## src/rtl/div_radix2.sv

```systemverilog
// Iterative radix-2 restoring divider for RV64M DIV/DIVU/REM/REMU and their *W forms.
// Optional macro DIV_EARLY_OUT_EN: divide-by-zero skips iteration, word ops run 32 iterations.
module div_radix2 #(
  parameter int XLEN = 64
) (
  input  logic            clk,
  input  logic            rst,
  input  logic [XLEN-1:0] operand1,
  input  logic [XLEN-1:0] operand2,
  input  logic [2:0]      div_op,
  input  logic            req_valid,
  output logic            req_ready,
  output logic            resp_valid,
  output logic [XLEN-1:0] resp_result
);

  localparam int HALF = XLEN / 2;

  typedef enum logic [1:0] {
    IDLE  = 2'd0,
    CALC  = 2'd1,
    FIXUP = 2'd2,
    DONE  = 2'd3
  } state_t;

  state_t state_q, state_d;

  logic [6:0]      cnt_q;
  logic [6:0]      last_cnt;
  logic [XLEN-1:0] rem_q;
  logic [XLEN-1:0] quo_q;
  logic [XLEN-1:0] dvsr_mag_q;
  logic [XLEN-1:0] dvnd_prep_q;
  logic            unsigned_q;
  logic            want_rem_q;
  logic            word_q;
  logic            dvnd_neg_q;
  logic            dvsr_neg_q;
  logic            dvsr_zero_q;

  logic            accept;
  logic [XLEN-1:0] op1_ext;
  logic [XLEN-1:0] op2_ext;
  logic            op1_neg;
  logic            op2_neg;
  logic [XLEN-1:0] op1_mag;
  logic [XLEN-1:0] op2_mag;
  logic            op2_zero;
  logic [XLEN-1:0] quo_init;

  logic [XLEN:0]   rem_shift;
  logic [XLEN:0]   rem_diff;
  logic            rem_ge;
  logic [XLEN-1:0] rem_nxt;

  logic [XLEN-1:0] fix_quo;
  logic [XLEN-1:0] fix_rem;
  logic [XLEN-1:0] fix_sel;
  logic [XLEN-1:0] fix_result;

  assign accept = req_valid && (state_q == IDLE);

  // Operand preparation: word narrowing, then sign/magnitude split for signed ops.
  always_comb begin
    op1_ext = operand1;
    op2_ext = operand2;
    if (div_op[2]) begin
      if (div_op[0]) begin
        op1_ext = {{HALF{1'b0}}, operand1[HALF-1:0]};
        op2_ext = {{HALF{1'b0}}, operand2[HALF-1:0]};
      end else begin
        op1_ext = {{HALF{operand1[HALF-1]}}, operand1[HALF-1:0]};
        op2_ext = {{HALF{operand2[HALF-1]}}, operand2[HALF-1:0]};
      end
    end
    op1_neg  = !div_op[0] && op1_ext[XLEN-1];
    op2_neg  = !div_op[0] && op2_ext[XLEN-1];
    op1_mag  = op1_neg ? (~op1_ext + 1'b1) : op1_ext;
    op2_mag  = op2_neg ? (~op2_ext + 1'b1) : op2_ext;
    op2_zero = (op2_ext == '0);
  end

`ifdef DIV_EARLY_OUT_EN
  // Word magnitudes fit in the low half, so parking them high saves 32 shifts.
  assign quo_init = div_op[2] ? {op1_mag[HALF-1:0], {HALF{1'b0}}} : op1_mag;
  assign last_cnt = word_q ? 7'(HALF - 1) : 7'(XLEN - 1);
`else
  assign quo_init = op1_mag;
  assign last_cnt = 7'(XLEN - 1);
`endif

  // One restoring step: 65-bit partial remainder since the shifted value can exceed 64 bits.
  always_comb begin
    rem_shift = {rem_q, quo_q[XLEN-1]};
    rem_diff  = rem_shift - {1'b0, dvsr_mag_q};
    rem_ge    = (rem_shift >= {1'b0, dvsr_mag_q});
    rem_nxt   = rem_ge ? rem_diff[XLEN-1:0] : rem_shift[XLEN-1:0];
  end

  always_comb begin
    fix_quo = quo_q;
    fix_rem = rem_q;
    if (dvsr_zero_q) begin
      fix_quo = '1;
      fix_rem = dvnd_prep_q;
    end else if (!unsigned_q) begin
      if (dvnd_neg_q ^ dvsr_neg_q) begin
        fix_quo = ~quo_q + 1'b1;
      end
      if (dvnd_neg_q) begin
        fix_rem = ~rem_q + 1'b1;
      end
    end
    fix_sel    = want_rem_q ? fix_rem : fix_quo;
    fix_result = word_q ? {{HALF{fix_sel[HALF-1]}}, fix_sel[HALF-1:0]} : fix_sel;
  end

  always_ff @(posedge clk) begin
    if (rst) begin
      state_q <= IDLE;
    end else begin
      state_q <= state_d;
    end
  end

  always_comb begin
    state_d    = state_q;
    req_ready  = 1'b0;
    resp_valid = 1'b0;
    case (state_q)
      IDLE: begin
        req_ready = 1'b1;
        if (req_valid) begin
`ifdef DIV_EARLY_OUT_EN
          state_d = op2_zero ? FIXUP : CALC;
`else
          state_d = CALC;
`endif
        end
      end
      CALC: begin
        if (cnt_q == last_cnt) begin
          state_d = FIXUP;
        end
      end
      FIXUP: begin
        state_d = DONE;
      end
      DONE: begin
        resp_valid = 1'b1;
        state_d    = IDLE;
      end
      default: begin
        state_d = IDLE;
      end
    endcase
  end

  always_ff @(posedge clk) begin
    if (rst) begin
      cnt_q       <= '0;
      rem_q       <= '0;
      quo_q       <= '0;
      dvsr_mag_q  <= '0;
      dvnd_prep_q <= '0;
      unsigned_q  <= 1'b0;
      want_rem_q  <= 1'b0;
      word_q      <= 1'b0;
      dvnd_neg_q  <= 1'b0;
      dvsr_neg_q  <= 1'b0;
      dvsr_zero_q <= 1'b0;
      resp_result <= '0;
    end else begin
      case (state_q)
        IDLE: begin
          if (accept) begin
            cnt_q       <= '0;
            rem_q       <= '0;
            quo_q       <= quo_init;
            dvsr_mag_q  <= op2_mag;
            dvnd_prep_q <= op1_ext;
            unsigned_q  <= div_op[0];
            want_rem_q  <= div_op[1];
            word_q      <= div_op[2];
            dvnd_neg_q  <= op1_neg;
            dvsr_neg_q  <= op2_neg;
            dvsr_zero_q <= op2_zero;
          end
        end
        CALC: begin
          rem_q <= rem_nxt;
          quo_q <= {quo_q[XLEN-2:0], rem_ge};
          cnt_q <= (cnt_q == last_cnt) ? 7'd0 : cnt_q + 7'd1;
        end
        FIXUP: begin
          resp_result <= fix_result;
        end
        default: begin
        end
      endcase
    end
  end

endmodule

```

## config.mk

```make
export PLATFORM = sky130hd
export DESIGN_NAME = div_radix2
export DESIGN_NICKNAME = d
export VERILOG_FILES = /design/src/rtl/div_radix2.sv
export SDC_FILE = /design/constraint.sdc
export NUM_CORES = 1
export LEC_CHECK = 0
export CAP_MARGIN = 20
export CORE_UTILIZATION = 55
export CTS_BUF_LIST = sky130_fd_sc_hd__clkbuf_8
export DETAILED_ROUTE_END_ITERATION = 6
export GPL_TIMING_DRIVEN = 0
export PLACE_DENSITY = 0.76
export RECOVER_POWER = 25
export SLEW_MARGIN = 20
export SYNTH_ARGS = -nofsm -noshare
export SYNTH_HDL_FRONTEND = slang
export SYNTH_SLANG_ARGS = --single-unit
```

## constraint.sdc

```tcl
create_clock -name clk -period 7.2 [get_ports clk]
set_input_delay 0.72 -clock clk [delete_from_list [all_inputs] [get_ports clk]]
set_output_delay 0.72 -clock clk [all_outputs]
set_load 0.02 [all_outputs]
```

Word-level counts from Yosys, hierarchy flattened
Cells that the tools add are included.
{"block": "totals", "out_inout_bits": 66, "word_cells": 69, "input_bits": 134, "ff_bits": 335}
{"block": "op_classes", "n_bitwise": 5, "addsub": 6, "magnitude_cmp": 1, "n_reduce_logical": 10, "eq_ne": 7, "mux": 27}
{"operator": "$mux W64", "n": 17}
{"operator": "$add A64 B1 Y64 const B", "n": 4}
{"operator": "$not A64 Y64", "n": 4}
{"operator": "$pmux W64 S2", "n": 2}
{"operator": "$ge A65 B64 Y1", "n": 1}
{"operator": "$logic_not A64 Y1", "n": 1}
{"operator": "$sub A64 B64 Y64", "n": 1}
{"operator": "$mux W7", "n": 2}
{"operator": "$pmux W7 S2", "n": 1}
{"operator": "$pmux W2 S4", "n": 1}
{"operator": "$add A7 B1 Y7 const B", "n": 1}
{"operator": "$eq A7 B6 Y1 const B", "n": 1}
{"operator": "$ne A2 B2 Y1 const B", "n": 3}
{"operator": "$reduce_and A2 Y1", "n": 3}
{"operator": "$eq A2 B2 Y1 const B", "n": 2}
{"operator": "$mux W2", "n": 2}
{"operator": "$logic_and A1 B1 Y1", "n": 3}
{"operator": "$eq A2 B1 Y1 const B", "n": 1}
{"operator": "$logic_not A2 Y1", "n": 1}
{"operator": "$mux W1", "n": 2}
{"operator": "$reduce_bool A2 Y1", "n": 1}
{"operator": "$logic_not A1 Y1", "n": 1}
{"operator": "$xor A1 B1 Y1", "n": 1}

Depth between registers and ports, before layout
{"block": "depth", "depth_word": 7, "ltp_mapped": 14, "ltp_nobuf": 13}

Worst setup path before layout
Ideal clock, no wire load.
{"block": "synth_path", "path_kind": "in2reg", "start": "in operand1[20]", "end": "reg quo_q[59]", "arrival_ns": 3.331, "required_ns": 7.121, "n_path_buf": 2, "path_stages": 10, "path_slack_ns": 3.790, "setup_ns": 0.079, "path_cell_list": "or4_4 -> or4b_4 -> or3_1 -> buf_6 -> nand4bb_1 -> buf_2 -> o41ai_4 -> xor2_1 -> nand2_1 -> a211oi_2"}
{"block": "synth_between", "elab_chain_len": 7}
{"element": "from (decl)", "line": "8", "rtl": "input logic [XLEN-1:0] operand1,"}
{"element": "$mux W64", "line": "68", "rtl": "if (div_op[0]) begin"}
{"element": "$mux W64 *", "line": "67", "rtl": "if (div_op[2]) begin"}
{"element": "$not A64 Y64 *", "line": "78", "rtl": "op1_mag = op1_neg ? (~op1_ext + 1'b1) : op1_ext;"}
{"element": "$add A64 B1 Y64 *", "line": "78"}
{"element": "$mux W64 *", "line": "78"}
{"element": "$mux W64 *", "line": "176", "rtl": "if (accept) begin"}
{"element": "$pmux W64 S2 *", "line": "174", "rtl": "case (state_q)"}
{"element": "to (signal assigned)", "line": "179", "rtl": "quo_q <= quo_init;"}
{"element": "to (signal assigned)", "line": "192", "rtl": "quo_q <= {quo_q[XLEN-2:0], rem_ge};"}
{"element": "to (decl)", "line": "31", "rtl": "logic [XLEN-1:0] quo_q;"}
Every way passes the cells marked *; elsewhere a longest branch is shown, timed or not. The select of a mux whose other input is x is not followed.
A chain may end at the register's enable or synchronous reset.

Worst setup path in the final report
{"block": "layout_path", "start": "reg dvsr_mag_q[8]", "end": "reg rem_q[57]"}
{"block": "layout_between", "elab_chain_len": 3, "word_cells_on_any_way": 4, "classes_between": "add/sub: 1; order compare: 1; mux: 2"}
{"element": "from (decl)", "line": "32", "rtl": "logic [XLEN-1:0] dvsr_mag_q;"}
{"element": "from (signal assigned)", "line": "180", "rtl": "dvsr_mag_q <= op2_mag;"}
{"element": "$sub A64 B64 Y64 or $ge A65 B64 Y1 (tied branches)", "line": "95, 96"}
{"element": "$mux W64 *", "line": "97", "rtl": "rem_nxt = rem_ge ? rem_diff[XLEN-1:0] : rem_shift[XLEN-1:0];"}
{"element": "$pmux W64 S2 *", "line": "174"}
{"element": "to (signal assigned)", "line": "191", "rtl": "rem_q <= rem_nxt;"}
{"element": "to (decl)", "line": "30", "rtl": "logic [XLEN-1:0] rem_q;"}
Every way passes the cells marked *; elsewhere a longest branch is shown, timed or not.

==> key figures <==
STA
  – WHS: 0.454 ns
  – Period utilization: 65.1%
  – Worst Max-Slew Pin Slew: 1.18 ns
  – Final setup viols: 0
  – Max Freq: 213 MHz
  – Rel. slew slack: 21.4%
  – Final setup skew: 0.0523 ns
  – Final worst slack: 2.52 ns
  – Final hold vios: 0
  – Setup TNS: 0 ns
  – Setup repair after global routing missed its margin: no
  – Fin. max-slew vios: 0
  – Tmin final: 4.68 ns

Global routing
  – Total Routing Usage GR: 48.0%
  – Initial antenna violation count: 5
  – Largest net degree at the start of global routing: 16
  – First-pass GRT wire length: 162 mm
  – Overflow after GRT: 0
  – Vias in the first global route: 26500

Final layout
  – Multi-input gate area: 16300 sq um
  – Fillcell total: 3893
  – # nets final: 3855
  – Final std cells w/o fill: 4280
  – Layout cell share with drive strength beyond 1: 3.95%
  – Cell area after layout: 28400 sq um
  – Sequential cell area: 6710 sq um
  – Syn-to-layout area delta: 16.4%

Drt
  – Final WL: 111 mm
  – Final antenna-violating net count: 0
  – Drt pass-1 iters: 7
  – Routed WL per cell: 25.9 microns
  – Via count: 28800
  – Via density: 6.73
  – Iter 0 DRT Violations: 4140
  – DRC Markers: 0

Critical path
  – Worst EP required: 7.77 ns
  – Crit path max-delay family: compound AO/OA/AOI/OAI gates
  – CP cell instances: inv_1 > ha_1 > buf_2 > nand2_1 > o21ai_0 > a311oi_1 > a2111oi_1 > o31ai_1 > a21boi_1 > o21ba_2 > buf_2 > buf_2 > nand2_1 > o21ai_0
  – Startpoint Class: register
  – Slowest-stage cell, CP: a2111oi_1
  – Crit path max fanout: 10
  – WP buf/inv: 4
  – Critical Path Sink Type: register
  – Critical path class: reg -> reg
  – Critical path's most frequent cell: buf_2
  – Worst Path Arrival: 5.26 ns
  – Crit path largest cell delay: 0.64 ns

Place
  – Port Buf Inserts: 197
  – Placed Area: 27100 sq um
  – Pre-CTS setup slack: 2.36 ns
  – Post-DP HPWL: 87.7 mm
  – Placed Cells: 4173
  – GPL Wtd Cong: 1.10

Synthesis
  – Synth Area per Inst: 7.19 sq um
  – Yosys top cell by area: dfxtp_1
  – Post-Syn Area: 24400 sq um
  – Ranking of synthesized cells by area: dfxtp_1 28%, a21oi_1 7.9%, nand2_1 7.1%
  – Count of cell types in the netlist: 88
  – Sequential area share after synthesis: 27.5%
  – Synth Flop Type: dfxtp_1
  – Synth top area share: 27.5%
  – FFs w/ async S/R, synth: 0%
  – EDFF count, synth: 0
  – Syn Inst Count: 3391
  – Most frequent cells after synthesis: 464 x nand2_1, 387 x a21oi_1, 335 x dfxtp_1
  – Most common cell in the synthesized netlist: nand2_1
  – YS warnings: 0
  – Synth Register Bits: 335
  – Synthesized net count: 3599

Power
  – Lkg Pwr: 0.0107 uW
  – IR drop worst, VDD: 0.191 mV
  – Power Dens Cells: 336 nW/um^2

Floorplan
  – Row cnt: 76
  – Die width: 212 microns
  – I/O Pins: 200
  – Die footprint: 45100 sq um
  – Core ar.: 43400 sq um
  – Die Ht: 212 microns
  – Initial Util: 56.2%

Clock network
  – Clock-pin slew on the worst setup and hold paths: 0.07 ns
  – CTS Sinks: 335
  – H-Tree Level Count: 2
  – Post-CTS Setup Repair Bufs: 0
  – Worst-Skew Late Latency: 0.70 ns
  – Clock Tree Root: clkbuf_8
  – CTS buffer count: 57
  – CTS tree: built
  – CTS Buffer Depth: 3
  – Post-CTS sizing: 0
  – CTS Hold Bufs: 0

Worst hold path
  – Worst Hold Class: reg -> reg

Flow run
  – MaxCap Viol Count: 0

Run status
  – Outcome: finished clean
-- cell families after synthesis --
logic type,count (synthesis),share of synthesized area [%]
and+or+nand+nor,1182,22.6
AOI/OAI and AO/OA,1100,27.9
buffers and inverters,363,5.70
DFF,335,27.5
xor gates and xnor gates,279,10.0
adders and majority gates,74,3.83
muxes,58,2.40
-- worst register-to-register path, delay by kind of cell (launching register included) --
kind,cells,cell delay [ns]
compound gates,7,2.54
fa+ha+maj,1,0.27
buf+inv,4,0.88
flops,1,0.55
simple gates,2,0.35
-- per-stage QoR --
step	utilization [%]	power (uW)
finish	65.4	9530
global route	65.4	9880
CTS	65.4	9250
detailed placement	62.4	7330
global placement	62.4	7230
floorplan	-	5570
-- power by group --
group | switching, uW | internal, uW | total, uW | leakage (uW)
combinational | 3150 | 1510 | 4660 | 0.00721
sequential | 619 | 2290 | 2910 | 0.00274
clock | 877 | 1090 | 1960 | 0.000726
-- placed cells by master (no fill, tap or decap), types with 29 or more instances in the layout --
cell / instances
nand2_1: 464
a21oi_1: 387
dfxtp_1: 335
nor2_1: 321
o21ai_0: 267
clkbuf_1: 206
xnor2_1: 141
inv_1: 139
xor2_1: 138
clkdlybuf4s50_1: 129
nor3_1: 84
a211oi_1: 78
clkbuf_8: 76
ha_1: 73
dlygate4sd3_1: 68
mux2i_1: 55
or3_1: 44
o31ai_1: 43
nand4_1: 41
nand3_1: 39
a31oi_1: 39
nor4_1: 37
o211ai_1: 35
nand2b_1: 29
or4_1: 29
-- worst paths after layout --
| path | startpoint | endpoint | depth (start not counted) | slack (ns) |
|---|---|---|---|---|
| max | dvsr_mag_q[8] | rem_q[57] | 14 | 2.52 |
| max reg2reg | dvsr_mag_q[8] | rem_q[57] | 14 | 2.52 |
| min | dvsr_mag_q[55] | dvsr_mag_q[55] | 2 | 0.45 |
| min reg2reg | dvsr_mag_q[55] | dvsr_mag_q[55] | 2 | 0.45 |
-- area by class of cell --
| type | instances | area share (%) |
|---|---|---|
| Tap cell | 585 | 2.58 |
| Multi-Input combinational cell | 2693 | 57.4 |
| Inverter | 125 | 1.65 |
| Timing Repair Buffer | 197 | 6.95 |
| Antenna cell | 2 | 0.0176 |
| Buffer | 238 | 3.24 |
| Clock inverter | 29 | 0.843 |
| Clock buffer | 76 | 3.69 |
| Sequential cell | 335 | 23.6 |
-- routing by layer --
| metal | up-vias | track usage (%) | routed length, microns |
|---|---|---|---|
| met1 | 13500 | 61.3 | 42900 |
| met5 | - | 0 | 51 |
| li1 | 12700 | - | - |
| met2 | 2141 | 70.4 | 45300 |
| met4 | 8 | 25.4 | 6540 |
| met3 | 433 | 16.9 | 16100 |
-- flip-flops by register name, summed over array words and instances (netlist names), 2 cells and up --
name	cells
dvnd_prep_q	64
dvsr_mag_q	64
quo_q	64
rem_q	64
resp_result	64
cnt_q	7
state_q	2
No activity file was read; power rests on OpenSTA's default activity.
